`src/rtl/avg_pkg.sv`:
```
// Shared types and constants for the moving-average host sequencer.
package avg_pkg;

    localparam int AVG_WINDOW = 12;
    localparam int DEF_DW     = 16;
    localparam int DEF_AW     = 6;
    localparam int DEF_NSAMP  = 64;

    typedef enum logic [2:0] {
        IDLE   = 3'd0,
        PRIME  = 3'd1,
        STREAM = 3'd2,
        FLUSH  = 3'd3,
        DONE   = 3'd4
    } state_t;

endpackage

```
`src/rtl/avg_host_if.sv`:
```
// Host-side bus bundle: sample ROM read port, averager link and result RAM write port.
interface avg_host_if
    import avg_pkg::*;
#(
    parameter int DW = DEF_DW,
    parameter int AW = DEF_AW
);
    logic [AW-1:0] rom_addr;
    logic [DW-1:0] rom_q;
    logic          avg_rst;
    logic [DW-1:0] avg_din;
    logic          avg_ready;
    logic [DW-1:0] avg_dout;
    logic          res_wr;
    logic [AW-1:0] res_addr;
    logic [DW-1:0] res_data;

    modport master (
        output rom_addr,
        input  rom_q,
        output avg_rst,
        output avg_din,
        input  avg_ready,
        input  avg_dout,
        output res_wr,
        output res_addr,
        output res_data
    );

    modport slave (
        input  rom_addr,
        output rom_q,
        input  avg_rst,
        input  avg_din,
        output avg_ready,
        output avg_dout,
        input  res_wr,
        input  res_addr,
        input  res_data
    );

endinterface

```
`src/rtl/avg_host.sv`:
```
// Sequencer that streams NSAMP ROM samples into the averager and stores its results.
module avg_host
    import avg_pkg::*;
#(
    parameter int DW    = DEF_DW,
    parameter int AW    = DEF_AW,
    parameter int NSAMP = DEF_NSAMP
) (
    input  logic          clk,
    input  logic          reset,
    input  logic          start,
    avg_host_if.master    bus,
    output logic [AW:0]   res_count,
    output logic          busy,
    output logic          done
);

    localparam logic [AW-1:0] LAST_IDX = AW'(NSAMP - 1);

    state_t        state_q, state_d;
    logic [AW-1:0] rom_addr_q, rom_addr_d;
    logic          avg_rst_q, avg_rst_d;
    logic [AW:0]   res_count_q, res_count_d;
    logic [AW-1:0] k_q, k_d;
    logic          capture_s;
    logic [AW-1:0] rom_addr_inc_s;

    // Capture window: every STREAM cycle except the first, plus the FLUSH cycle
    always_comb begin
        capture_s = 1'b0;
        if (state_q == FLUSH) begin
            capture_s = bus.avg_ready;
        end else if ((state_q == STREAM) && (k_q != {AW{1'b0}})) begin
            capture_s = bus.avg_ready;
        end else begin
            capture_s = 1'b0;
        end
    end

    assign rom_addr_inc_s = (rom_addr_q == LAST_IDX) ? rom_addr_q : (rom_addr_q + {{(AW-1){1'b0}}, 1'b1});

    // Next-state, ROM address, averager reset and result counter
    always_comb begin
        state_d     = state_q;
        rom_addr_d  = rom_addr_q;
        avg_rst_d   = avg_rst_q;
        res_count_d = res_count_q;
        k_d         = k_q;
        case (state_q)
            IDLE: begin
                if (start) begin
                    state_d     = PRIME;
                    rom_addr_d  = {AW{1'b0}};
                    avg_rst_d   = 1'b1;
                    res_count_d = {(AW+1){1'b0}};
                    k_d         = {AW{1'b0}};
                end else begin
                    state_d = IDLE;
                end
            end
            PRIME: begin
                avg_rst_d  = 1'b0;
                rom_addr_d = rom_addr_inc_s;
                k_d        = {AW{1'b0}};
                state_d    = STREAM;
            end
            STREAM: begin
                rom_addr_d = rom_addr_inc_s;
                if (capture_s) begin
                    res_count_d = res_count_q + {{AW{1'b0}}, 1'b1};
                end else begin
                    res_count_d = res_count_q;
                end
                if (k_q == LAST_IDX) begin
                    state_d = FLUSH;
                end else begin
                    k_d = k_q + {{(AW-1){1'b0}}, 1'b1};
                end
            end
            FLUSH: begin
                if (capture_s) begin
                    res_count_d = res_count_q + {{AW{1'b0}}, 1'b1};
                end else begin
                    res_count_d = res_count_q;
                end
                state_d = DONE;
            end
            DONE: begin
                state_d = IDLE;
            end
            default: begin
                state_d = IDLE;
            end
        endcase
    end

    // State and counter registers with synchronous reset
    always_ff @(posedge clk) begin
        if (reset) begin
            state_q     <= IDLE;
            rom_addr_q  <= {AW{1'b0}};
            avg_rst_q   <= 1'b0;
            res_count_q <= {(AW+1){1'b0}};
            k_q         <= {AW{1'b0}};
        end else begin
            state_q     <= state_d;
            rom_addr_q  <= rom_addr_d;
            avg_rst_q   <= avg_rst_d;
            res_count_q <= res_count_d;
            k_q         <= k_d;
        end
    end

    assign bus.rom_addr = rom_addr_q;
    assign bus.avg_rst  = avg_rst_q;
    assign bus.avg_din  = (state_q == STREAM) ? bus.rom_q : {DW{1'b0}};
    assign bus.res_wr   = capture_s;
    assign bus.res_addr = capture_s ? res_count_q[AW-1:0] : {AW{1'b0}};
    assign bus.res_data = capture_s ? bus.avg_dout : {DW{1'b0}};

    assign res_count = res_count_q;
    assign busy      = (state_q == PRIME) || (state_q == STREAM) || (state_q == FLUSH);
    assign done      = (state_q == DONE);

endmodule

```
`src/flat_wrapper.sv`:
```
// flat-port wrapper written by rule: the top's interface ports become plain ports
module avg_host_flat import avg_pkg::*;
#(
    parameter int DW    = DEF_DW,
    parameter int AW    = DEF_AW,
    parameter int NSAMP = DEF_NSAMP
)
  (clk, reset, start, res_count, busy, done, bus_rom_addr, bus_rom_q, bus_avg_rst, bus_avg_din, bus_avg_ready, bus_avg_dout, bus_res_wr, bus_res_addr, bus_res_data);
  avg_host_if #(.DW(DW), .AW(AW)) bus_i ();
  input  logic clk;
  input  logic reset;
  input  logic start;
  output logic [AW:0] res_count;
  output logic busy;
  output logic done;
  output wire logic [$bits(bus_i.rom_addr)-1:0] bus_rom_addr;
  input wire logic [$bits(bus_i.rom_q)-1:0] bus_rom_q;
  output wire logic [$bits(bus_i.avg_rst)-1:0] bus_avg_rst;
  output wire logic [$bits(bus_i.avg_din)-1:0] bus_avg_din;
  input wire logic [$bits(bus_i.avg_ready)-1:0] bus_avg_ready;
  input wire logic [$bits(bus_i.avg_dout)-1:0] bus_avg_dout;
  output wire logic [$bits(bus_i.res_wr)-1:0] bus_res_wr;
  output wire logic [$bits(bus_i.res_addr)-1:0] bus_res_addr;
  output wire logic [$bits(bus_i.res_data)-1:0] bus_res_data;
  assign bus_rom_addr = bus_i.rom_addr;
  assign bus_i.rom_q = bus_rom_q;
  assign bus_avg_rst = bus_i.avg_rst;
  assign bus_avg_din = bus_i.avg_din;
  assign bus_i.avg_ready = bus_avg_ready;
  assign bus_i.avg_dout = bus_avg_dout;
  assign bus_res_wr = bus_i.res_wr;
  assign bus_res_addr = bus_i.res_addr;
  assign bus_res_data = bus_i.res_data;
  avg_host #(.DW(DW), .AW(AW), .NSAMP(NSAMP)) u_core (.clk(clk), .reset(reset), .start(start), .bus(bus_i), .res_count(res_count), .busy(busy), .done(done));
endmodule
```
`config.mk`:
```
export PLATFORM = sky130hd
export DESIGN_NAME = avg_host_flat
export DESIGN_NICKNAME = d
export VERILOG_FILES = /design/src/rtl/avg_pkg.sv /design/src/rtl/avg_host_if.sv /design/src/rtl/avg_host.sv /design/src/flat_wrapper.sv
export SDC_FILE = /design/constraint.sdc
export NUM_CORES = 1
export LEC_CHECK = 0
export BUFFER_PORTS_ARGS = -buffer_cell sky130_fd_sc_hd__buf_2
export CORE_ASPECT_RATIO = 1.25
export CORE_MARGIN = 5
export CORE_UTILIZATION = 39
export DETAILED_ROUTE_END_ITERATION = 6
export PLACE_DENSITY_LB_ADDON = 0.3
export SYNTH_ARGS = -nofsm -noshare
export SYNTH_HDL_FRONTEND = slang
export SYNTH_SLANG_ARGS = --single-unit
```
`constraint.sdc`:
```
create_clock -name clk -period 2.15 [get_ports clk]
set_clock_uncertainty 0.2 [all_clocks]
set_input_delay 0.43 -clock clk [delete_from_list [all_inputs] [get_ports clk]]
set_output_delay 0.43 -clock clk [all_outputs]
set_load 0.05 [all_outputs]
```
==> results of run 1 <==
worst reg2reg max path, stage by stage (launching register included):
cell and delay, ns:
dfxtp_2 0.34, inv_2 0.04, ha_1 0.18, nor4b_4 0.14
a21o_4 0.25, buf_4 0.17, or4_1 0.50, a21boi_1 0.15
metrics by stage:
step	worst slack [ns]	TNS, ns
2_1_floorplan	0.00698	0
3_3_place_gp	0.0137	0
3_5_place_dp	-0.0169	-0.143
4_1_cts	-0.133	-2.50
5_1_grt	-0.214	-4.77
6_report	-0.143	-2.60
timing repair:
item / CTS / global route
gates resized for setup: 79 / 13
pin swaps: 1 / 1
setup endpoints to repair: 39 / 39
cloned: 1 / 0
power by group:
part | leakage (nW) | internal, W | switching [W]
Combinational | 0.904 | 0.000140 | 0.000232
Clock | 0.0228 | 0.000132 | 0.000142
Sequential | 0.187 | 0.000438 | 0.0000115
Total | 1.11 | 0.000710 | 0.000385
registers in the layout, indices dropped and copies added (netlist names):
signal,count
u_core.bus.avg_rst,1
u_core.bus.rom_addr,6
u_core.k_q,6
u_core.res_count,7
u_core.state_q,3
kinds of logic after synthesis:
| kind of cell | after synthesis | share of synthesized area, % |
|---|---|---|
| adder cells (fa/ha/maj) | 4 | 3.39 |
| buffers and inverters | 15 | 5.16 |
| AND/OR/NAND/NOR | 93 | 38.6 |
| flip-flops | 23 | 31.2 |
| XOR/XNOR | 2 | 1.19 |
| AO/OA/AOI/OAI | 42 | 19.1 |
| multiplexers | 2 | 1.44 |
layout make-up:
cell class                 count  area [sq um]  area share, %
multi-input combinational    143          1030           42.6
inverter                       6          27.5           1.14
timing repair inverter         1          6.26          0.258
sequential                    23           463           19.1
clock buffer                   4          45.0           1.86
timing repair buffer         101           800           33.0
tap                           40          50.0           2.06
worst max-delay path by stage:
| stage | from | endpoint | slack (ns) | cells past startpoint |
|---|---|---|---|---|
| detailed placement | u_core.k_q[0]$_SDFFE_PP0P_ | bus_res_data[4] | -0.02 | 7 |
| global route | u_core.k_q[0]$_SDFFE_PP0P_ | bus_res_addr[1] | -0.21 | 7 |
| finish | u_core.k_q[0]$_SDFFE_PP0P_ | bus_res_addr[1] | -0.14 | 7 |
| CTS | u_core.k_q[0]$_SDFFE_PP0P_ | bus_res_data[1] | -0.13 | 7 |
| floorplan | u_core.k_q[0]$_SDFFE_PP0P_ | bus_res_addr[0] | 0.007 | 8 |
| global placement | u_core.k_q[0]$_SDFFE_PP0P_ | bus_res_data[4] | 0.01 | 7 |
placed cells by master (no fill, tap or decap), drive strengths merged, types with 2 or more instances in the layout:
master,n
a211oi,5
a21boi,3
a21o,2
a21oi,13
a41oi,2
and2,39
buf,101
clkbuf,4
dfxtp,23
ha,4
inv,7
nand2,9
nand2b,2
nand3,9
nand4,2
nand4b,2
nor2,9
nor3,6
nor4b,3
o21ai,6
o311ai,2
o31ai,3
o41ai,2
or2,2
or4,3
or4b,2
xnor2,2
routing by layer:
layer / part of all wire (%) / vias to the layer above / GRT usage [%] / wire length (microns)
li1: - / 844 / - / -
met1: 39 / 792 / 19.8 / 1870
met2: 53 / 66 / 34.0 / 2550
met3: 7.9 / 4 / 4.38 / 382
met4: 0.74 / 0 / 4.98 / 36
met5: 0 / - / 0 / 0
==> impl_metrics.tcl, run 1 <==
set metrics [dict create \
    fp.dieH_microns 78.8 \
    port_buffers 90 \
    synth_common_cells "and2_1, dfxtp_1, a21oi_1, nand2_1, nand3_1" \
    fp.coreArea_sq_um 3720 \
    drtIter0Drc 92 \
    drive_gt1_share_pct 54.7 \
    cp_cell_sequence "inv_2 -> ha_1 -> nor4b_4 -> a21o_4 -> inv_4 -> and2_4 -> buf_6" \
    hp-start "u_core.res_count[6]$_SDFFE_PP0P_" \
    root_buffer "clkbuf_8" \
    synthTopCellsByArea "dfxtp_1, and2_1, a21oi_1" \
    num_rows 25 \
    ctsHtreeMaxLevel 1 \
    end_kind "primary output" \
    wire_per_inst_microns 15.2 \
    ios 91 \
    crit_arrival_ns 1.66 \
    viasPerCell 5.36 \
    nNetsFinal 319 \
    vdd_ir_drop_max_v 0.000222 \
    rrSetupSlack_ns 0.12 \
    path_clk_slew_ns 0.09 \
    path_max_fanout 12 \
    cts_tree "built" \
    synth_top_area_share_pct 31.2 \
    power_w 0.00110 \
    die_width_microns 65.1 \
    clock.fmax_ghz 0.436 \
    seq_area_frac_synth_pct 31.2 \
    hold-worst-slack_ns 0.293 \
    synth-main-ff-cell "dfxtp_1" \
    min_period_over_period_pct 107 \
    syn_avg_cell_area_sq_um 8.16 \
    worst-path-buf-inv 3 \
    cts_setup_buffers 0 \
    synth_area_sq_um 1480 \
    grt_pass1_vias 1595 \
    synth_edf_count 0 \
    final-setup-viol-count 23 \
    worstSetupPathType "flip-flop to primary output" \
    fin_ws_ns -0.143 \
    hold_end "u_core.res_count[6]$_SDFFE_PP0P_" \
    clockBufferDepth 2 \
    violations "negative setup slack" \
    diodes 0 \
    vias 1706 \
    rsz0062_at_grt "yes" \
    yosysWarnings 0 \
    dr.pass1.iters 4 \
    hold_path_class "flip-flop to flip-flop" \
    cts_hold_buf 0 \
    worst_pin_slew_ns 0.574 \
    hold_path_depth 2 \
    fin_cells 318 \
    maxSlewHeadroom_pct 61.7 \
    synth_nets 221 \
    overflow 0 \
    hold_viol 0 \
    r2r-start "u_core.k_q[0]$_SDFFE_PP0P_" \
    cts.sinks 23 \
    final_cell_area_sq_um 2420 \
    ant_nets 0 \
    worst-r2r-cell-count 7 \
    initial_core_util_pct 39.7 \
    nFillCells 303 \
    rr_endpoint "u_core.res_count[5]$_SDFFE_PP0P_" \
    drcViolationCount 0 \
    grtUsageTotal_pct 18.1 \
    async_flop_share_pct 0 \
    antenna_found_initial 0 \
    grt_pass1_wl_mm 7.50 \
    syn_inst 181 \
    cpPeakStageDelay_ns 0.34 \
    yosysMostFrequentCell "and2_1" \
    ys_seq_elements 23 \
    power.density_nw_per_um2 452 \
    cp-start-kind "flip-flop" \
    dieArea_sq_um 5130 \
    max_cap_viol_count 0 \
    area_delta_synth_final_pct 64.1 \
    p_leak_nw 1.11 \
    clk_latency_ns 0.27 \
    cp_slowest_cell "dfxtp_2" \
    finalWirelength_mm 4.84 \
    place_hpwl_mm 3.41 \
    cp_data_required_time_ns 1.52 \
    dp_cells 313 \
    timing.final.crit_period_ns 2.29 \
    synth_cell_types 47 \
    final_max_slew_viol_count 0 \
    cp_top_family "flip-flops" \
    gp_congestion 0.837 \
    synth_top_area_cell "dfxtp_1" \
    status "complete, but fails checks" \
    grt_max_degree 18 \
    placed_cell_area_sq_um 2090 \
    fin_util_pct 65.1 \
    cts_buffers 3 \
]
(Power assumes the default switching activity.)
==> inputs of run 2 (changes only) <==
--- a/config.mk
+++ b/config.mk
@@ -5,12 +5,13 @@
 export SDC_FILE = /design/constraint.sdc
 export NUM_CORES = 1
 export LEC_CHECK = 0
+export ABC_AREA = 1
 export BUFFER_PORTS_ARGS = -buffer_cell sky130_fd_sc_hd__buf_2
 export CORE_ASPECT_RATIO = 1.25
 export CORE_MARGIN = 5
 export CORE_UTILIZATION = 39
 export DETAILED_ROUTE_END_ITERATION = 6
-export PLACE_DENSITY_LB_ADDON = 0.3
+export PLACE_DENSITY_LB_ADDON = 0.2
 export SYNTH_ARGS = -nofsm -noshare
 export SYNTH_HDL_FRONTEND = slang
 export SYNTH_SLANG_ARGS = --single-unit
==> run 2 against run 1 <==
  * The flow still finishes with violations (negative setup slack)
  * Non-clock buffer count grew 3
  * Global-route usage is 1.7 points lower
  * Cell area increased by 7.1%
  * Combinational power rose by 71%
  * First-iteration DRC count shrank 34%
  * Largest cell class unchanged
  * Critical endpoint is now bus_res_addr[2]
  * Sequential cell count unchanged
  * Cell count is 32% higher
  * Sequential share of layout area down 1.2 points
  * Die area is 4.6% higher
  * Sequential power is 8.5% higher
  * Wire length increased by 11%
==> impl_metrics.tcl, run 2 <==
set metrics [dict create \
    status "complete, but fails checks" \
    violations "negative setup slack" \
    end_kind "primary output" \
    num_rows 25 \
    seqPwrFrac_pct 35.1 \
    viasPerCell 4.68 \
    drive_gt1_share_pct 45.2 \
    antenna_found_initial 0 \
    nFillCells 321 \
    diodes 0 \
    power.density_nw_per_um2 535 \
    layout_commonest_cell "buf_2" \
    cp-start-kind "flip-flop" \
    synth_cell_types 24 \
    r2r-start "u_core.k_q[0]$_SDFFE_PP0P_" \
    yosysMostFrequentCell "nor2_1" \
    cts_tree "built" \
    gp_congestion 0.831 \
    crit_arrival_ns 1.57 \
    hold_path_depth 2 \
    dieArea_sq_um 5360 \
    final_max_slew_viol_count 0 \
    power.internal_w 0.000787 \
    ios 91 \
    synth_area_sq_um 1560 \
    worst-r2r-cell-count 11 \
    rrSetupSlack_ns 0.33 \
    cts_buffers 3 \
    clk_latency_ns 0.26 \
    p_comb_share_pct 45.7 \
    power_w 0.00139 \
    fin_util_pct 68.0 \
    path_max_fanout 7 \
    vdd_ir_drop_max_v 0.000427 \
    finalWirelength_mm 5.39 \
    placed_cell_area_sq_um 2100 \
    synth_nets 305 \
    synth_top_area_cell "dfxtp_1" \
    hold_viol 0 \
    cpPeakStageDelay_ns 0.35 \
    yosysWarnings 0 \
    die_width_microns 66.5 \
    area_delta_synth_final_pct 66.8 \
    synth_edf_count 0 \
    p_sw_share_pct 43.3 \
    hold_end "u_core.bus.avg_rst$_SDFFE_PP0P_" \
    cts.sinks 23 \
    min_period_over_period_pct 102 \
    rsz0062_at_grt "yes" \
    fp.coreArea_sq_um 3820 \
    grtUsageTotal_pct 16.4 \
    vias 1970 \
    rr_endpoint "u_core.k_q[1]$_SDFFE_PP0P_" \
    nNetsFinal 408 \
    cp_slowest_cell "dfxtp_1" \
    fin_ws_ns -0.0512 \
    grt_pass1_vias 1705 \
    largest_reg_flops 7 \
    timing.final.crit_period_ns 2.20 \
    max_cap_viol_count 0 \
    worst_pin_slew_ns 0.269 \
    dr.pass1.iters 4 \
    clock.fmax_ghz 0.454 \
    hp-start "u_core.bus.avg_rst$_SDFFE_PP0P_" \
    hold-worst-slack_ns 0.278 \
    grt_pass1_wl_mm 7.08 \
    hold_path_class "flip-flop to flip-flop" \
    p_leak_nw 1.38 \
    synthTopCellsByArea "dfxtp_1, nor2_1, inv_1" \
    p_switching_w 0.000602 \
    drtIter0Drc 61 \
    worstSetupPathType "flip-flop to primary output" \
    drcViolationCount 0 \
    timing.critical_path.mode_cell "nor2_2" \
    cp_data_required_time_ns 1.52 \
    final_cell_area_sq_um 2600 \
    wire_per_inst_microns 12.8 \
    port_buffers 90 \
    ys_seq_elements 23 \
    synth_common_cells "nor2_1, inv_1, nand2_1, dfxtp_1, a21oi_1" \
    initial_core_util_pct 40.8 \
    fp.dieH_microns 80.6 \
    most-common-layout-cells "buf_2, inv_1, nand2_1" \
    place_hpwl_mm 3.45 \
    ant_nets 0 \
    maxSlewHeadroom_pct 82.2 \
    clockPowerShare_pct 19.2 \
    async_flop_share_pct 0 \
    syn_inst 265 \
    clockBufferDepth 2 \
    overflow 0 \
    syn_avg_cell_area_sq_um 5.87 \
    ctsHtreeMaxLevel 1 \
    cp_cell_sequence "inv_2 -> nand2_2 -> nor2_2 -> nand2_4 -> clkbuf_16 -> nor2_2 -> buf_6" \
    synth_top_area_share_pct 29.6 \
    seq_area_frac_synth_pct 29.6 \
    grt_max_degree 29 \
    synth-main-ff-cell "dfxtp_1" \
    final-setup-viol-count 13 \
    cts_hold_buf 0 \
    root_buffer "clkbuf_8" \
    path_clk_slew_ns 0.08 \
]
-- run 2: cell count changes after synthesis, moves of 5 or more --
cell,delta
a211oi_1,-5
a21oi_1,+8
and2_1,-39
inv_1,+53
nand2_1,+34
nand2_2,+5
nand3_1,+8
nor2_1,+54
-- run 2: routing by layer --
layer	vias to the layer above	track usage (%)	share of wire, %
li1	1002	-	-
met1	872	17.6	39
met2	79	31.0	50
met3	17	3.64	8.2
met4	0	4.88	2.8
met5	-	0	0
-- run 2: worst max path at each step --
stage               slack (ns)               end  cells after the start                      startpoint
floorplan                -0.17   bus_res_addr[0]                      8      u_core.k_q[0]$_SDFFE_PP0P_
finish                   -0.05   bus_res_addr[2]                      7  u_core.state_q[2]$_SDFFE_PP0P_
global route             -0.11   bus_res_addr[2]                      7  u_core.state_q[2]$_SDFFE_PP0P_
CTS                     -0.009   bus_res_addr[0]                      9      u_core.k_q[1]$_SDFFE_PP0P_
global placement          0.16  bus_res_data[15]                      9      u_core.k_q[0]$_SDFFE_PP0P_
detailed placement        0.15  bus_res_data[15]                      9      u_core.k_q[0]$_SDFFE_PP0P_
-- run 2: cell type report --
cell class	instances	area, sq um	share of cell area (%)
clock buffers	4	45.0	1.73
inverters	61	231	8.92
multi-input cells	175	1010	39.0
flip-flops and latches	23	465	17.9
well taps	54	67.6	2.60
repair buffers	104	774	29.8
-- run 2: logic make-up (layout without fill, tap and decap cells) --
family,after synthesis,in the layout,synth area share [%]
xor+xnor,2,2,1.13
simple gates,141,141,39.4
buf+inv,67,169,17.0
compound gates,28,28,9.73
flops,23,23,29.6
fa+ha+maj,4,4,3.22
-- run 2: repair_timing --
| item | in CTS | in global routing |
|---|---|---|
| pin swaps | 0 | 6 |
| setup buffers | 1 | 7 |
| gates cloned | 0 | 3 |
| endpoints found under the setup margin | 31 | 39 |
| resized for setup | 39 | 68 |
-- run 2: power by group through the flow --
stage                     Clock, W  Combinational, W  Sequential, W
after floorplan                  0          0.000374       0.000523
final                     0.000266          0.000635       0.000487
after detailed placement         0          0.000531       0.000494
after CTS                 0.000277          0.000550       0.000484
after global routing      0.000294          0.000689       0.000492
after global placement           0          0.000528       0.000493
-- run 2: through the flow --
stage | TNS (ns) | setup WS [ns] | instances
4_1_cts | -0.0654 | -0.00896 | 411
3_3_place_gp | 0 | 0.162 | 406
2_1_floorplan | -3.24 | -0.170 | 265
5_1_grt | -1.58 | -0.112 | 421
3_5_place_dp | 0 | 0.151 | 406
6_report | -0.255 | -0.0512 | 421
-- run 2: worst max-delay path, delay by kind of cell, from the launching register on --
family                 cells  cell delay [ns]
and+or+nand+nor            4             0.49
buffers and inverters      3             0.46
DFF                        1             0.35
==> inputs of run 3 (changes only) <==
--- a/config.mk
+++ b/config.mk
@@ -9,7 +9,7 @@
 export BUFFER_PORTS_ARGS = -buffer_cell sky130_fd_sc_hd__buf_2
 export CORE_ASPECT_RATIO = 1.25
 export CORE_MARGIN = 5
-export CORE_UTILIZATION = 39
+export CORE_UTILIZATION = 45
 export DETAILED_ROUTE_END_ITERATION = 6
 export PLACE_DENSITY_LB_ADDON = 0.2
 export SYNTH_ARGS = -nofsm -noshare
==> constraint.sdc (replaced) <==
create_clock -name clk -period 2.8 [get_ports clk]
set_clock_uncertainty 0.2 [all_clocks]
set_input_delay 0.56 -clock clk [delete_from_list [all_inputs] [get_ports clk]]
set_output_delay 0.56 -clock clk [all_outputs]
set_load 0.05 [all_outputs]
==> run 3 against run 2 <==
  * The flow now finishes without violations
  * Die area fell by 12%
  * Sequential power is 24% lower
  * Worst hold slack got worse by 0.0076 ns
  * Cell count decreased by 6.4%
  * Utilization decreased by 7.1 points
  * Clock-buffer cell count down 1
  * Worst setup slack better by 0.38 ns
  * Combinational power is 37% lower
  * Register-to-register slack better by 0.75 ns
  * Global-route usage about the same
  * Cell area decreased by 20%
  * Highest routed layer unchanged
==> impl_metrics.tcl, run 3 (synthesis results as in run 2) <==
set metrics [dict create \
    worst_pin_slew_ns 0.288 \
    fin_ws_ns 0.329 \
    clockBufferDepth 2 \
    path_depth 8 \
    die_width_microns 62.6 \
    path_clk_slew_ns 0.08 \
    dp_cells 390 \
    dpl_worst_slack_ns 0.470 \
    fin_util_pct 61.0 \
    crit_arrival_ns 1.71 \
    drcViolationCount 0 \
    area_delta_synth_final_pct 34.1 \
    gp_congestion 0.763 \
    root_buffer "clkbuf_8" \
    cp_top_family "simple AND/OR/NAND/NOR gates" \
    grt_pass1_vias 1505 \
    grt_pass1_wl_mm 6.56 \
    viasPerCell 4.51 \
    initial_core_util_pct 45.5 \
    nFillCells 347 \
    fin_cells 394 \
    clk_latency_ns 0.26 \
    ios 91 \
    seq_area_sq_um 460 \
    hold_viol 0 \
    ant_nets 0 \
    dr.pass1.iters 4 \
    power.density_nw_per_um2 468 \
    antenna_found_initial 0 \
    rr_endpoint "u_core.res_count[6]$_SDFFE_PP0P_" \
    drtIter0Drc 86 \
    diodes 0 \
    placed_cell_area_sq_um 2040 \
    cp_slowest_cell "dfxtp_1" \
    startpoint "u_core.k_q[0]$_SDFFE_PP0P_" \
    end_kind "primary output" \
    worst-r2r-cell-count 11 \
    finalWirelength_mm 3.99 \
    cts.sinks 23 \
    layout_commonest_cell "buf_2" \
    fp.coreArea_sq_um 3420 \
    nNetsFinal 396 \
    most-common-layout-cells "buf_2, nor2_1, inv_1" \
    status "complete, no violations" \
    r2r-start "u_core.k_q[0]$_SDFFE_PP0P_" \
    place_hpwl_mm 3.25 \
    hold_path_class "flip-flop to flip-flop" \
    timing.final.crit_period_ns 2.47 \
    cts_buffers 3 \
    grtUsageTotal_pct 16.4 \
    worst-path-buf-inv 3 \
    ctsHtreeMaxLevel 1 \
    cp_data_required_time_ns 2.04 \
    overflow 0 \
    dieArea_sq_um 4740 \
    vias 1777 \
    multi_input_area_sq_um 837 \
    clock.fmax_ghz 0.405 \
    maxSlewHeadroom_pct 80.8 \
    wire_per_inst_microns 10.1 \
    rsz0062_at_grt "no" \
    rrSetupSlack_ns 1.08 \
    path_max_fanout 28 \
    final-setup-viol-count 0 \
    cp_cell_sequence "inv_1 -> ha_1 -> inv_1 -> nor2_1 -> nand3_1 -> nand2_4 -> nor2_1 -> buf_2" \
    num_rows 24 \
    cts_tree "built" \
    largest_reg_flops 7 \
    port_buffers 90 \
    min_period_over_period_pct 88.3 \
    worstSetupPathType "flip-flop to primary output" \
    fp.dieH_microns 75.8 \
    crit_end "bus_res_addr[5]" \
    p_leak_nw 1.29 \
    final_max_slew_viol_count 0 \
    drive_gt1_share_pct 31.5 \
    cpPeakStageDelay_ns 0.37 \
    grt_max_degree 29 \
    final_cell_area_sq_um 2090 \
    cp-start-kind "flip-flop" \
    max_cap_viol_count 0 \
    vdd_ir_drop_max_v 0.000459 \
    setup-tns-final_ns 0 \
]
-- run 3: cell types whose count changed in the layout (fill, tap and decap cells not counted), moves of 4 or more --
cell     change
buf_2       +28
nor2_4      -15
inv_1        +4
buf_4        -9
dfxtp_2      -4
dfxtp_1      +4
nor2_1      +33
buf_6       -23
nor2_2      -18
-- run 3: how the worst min path moves through the flow --
stage,from,endpoint,slack (ns),cells past startpoint
CTS,u_core.bus.avg_rst$_SDFFE_PP0P_,u_core.bus.avg_rst$_SDFFE_PP0P_,0.28,2
floorplan,u_core.k_q[4]$_SDFFE_PP0P_,u_core.k_q[4]$_SDFFE_PP0P_,0.26,2
finish,u_core.bus.avg_rst$_SDFFE_PP0P_,u_core.bus.avg_rst$_SDFFE_PP0P_,0.27,2
detailed placement,u_core.bus.avg_rst$_SDFFE_PP0P_,u_core.bus.avg_rst$_SDFFE_PP0P_,0.26,2
global placement,u_core.bus.avg_rst$_SDFFE_PP0P_,u_core.bus.avg_rst$_SDFFE_PP0P_,0.26,2
global route,u_core.bus.avg_rst$_SDFFE_PP0P_,u_core.bus.avg_rst$_SDFFE_PP0P_,0.30,2
-- run 3: per-layer routing --
layer | part of all wire [%] | wire, microns | track usage [%]
met5 | 0 | 0 | 0
met4 | 1.4 | 56 | 4.95
met1 | 42 | 1670 | 18.8
met2 | 48 | 1910 | 29.3
met3 | 8.8 | 352 | 5.46
-- run 3: worst register-to-register path, stage by stage (launching register included) --
cell	delay, ns
dfxtp_1	0.34
inv_1	0.08
ha_1	0.15
inv_1	0.04
nor2_1	0.07
nand3_1	0.13
nand2_4	0.26
nand2_4	0.13
nand2_1	0.10
nand2_1	0.05
nand2_1	0.05
nor2_1	0.03
-- run 3: where the power goes --
part | internal [W] | leakage (nW) | total [W] | switching [W]
sequential | 0.000346 | 0.187 | 0.000371 | 0.0000245
combinational | 0.000107 | 1.07 | 0.000399 | 0.000292
clock | 0.0000993 | 0.0255 | 0.000206 | 0.000107
-- run 3: through the flow --
stage	total power (W)	hold WS (ns)
4_1_cts	0.000987	0.278
5_1_grt	0.00104	0.298
6_report	0.000976	0.270
3_3_place_gp	0.000773	0.263
3_5_place_dp	0.000777	0.265
2_1_floorplan	0.000682	0.258
-- run 3: area by class of cell --
cell class | count | share of cell area (%)
clock buffer | 3 | 1.98
clock inverter | 1 | 0.240
inverter | 61 | 11.0
tap | 39 | 2.34
timing repair buffer | 92 | 22.3
multi-input combinational | 175 | 40.1
sequential | 23 | 22.1
-- run 3: repair_timing --
item,CTS,global route
setup buffers,0,0
endpoints found under the setup margin,0,6
hold buffers,0,0
resized for setup,0,1
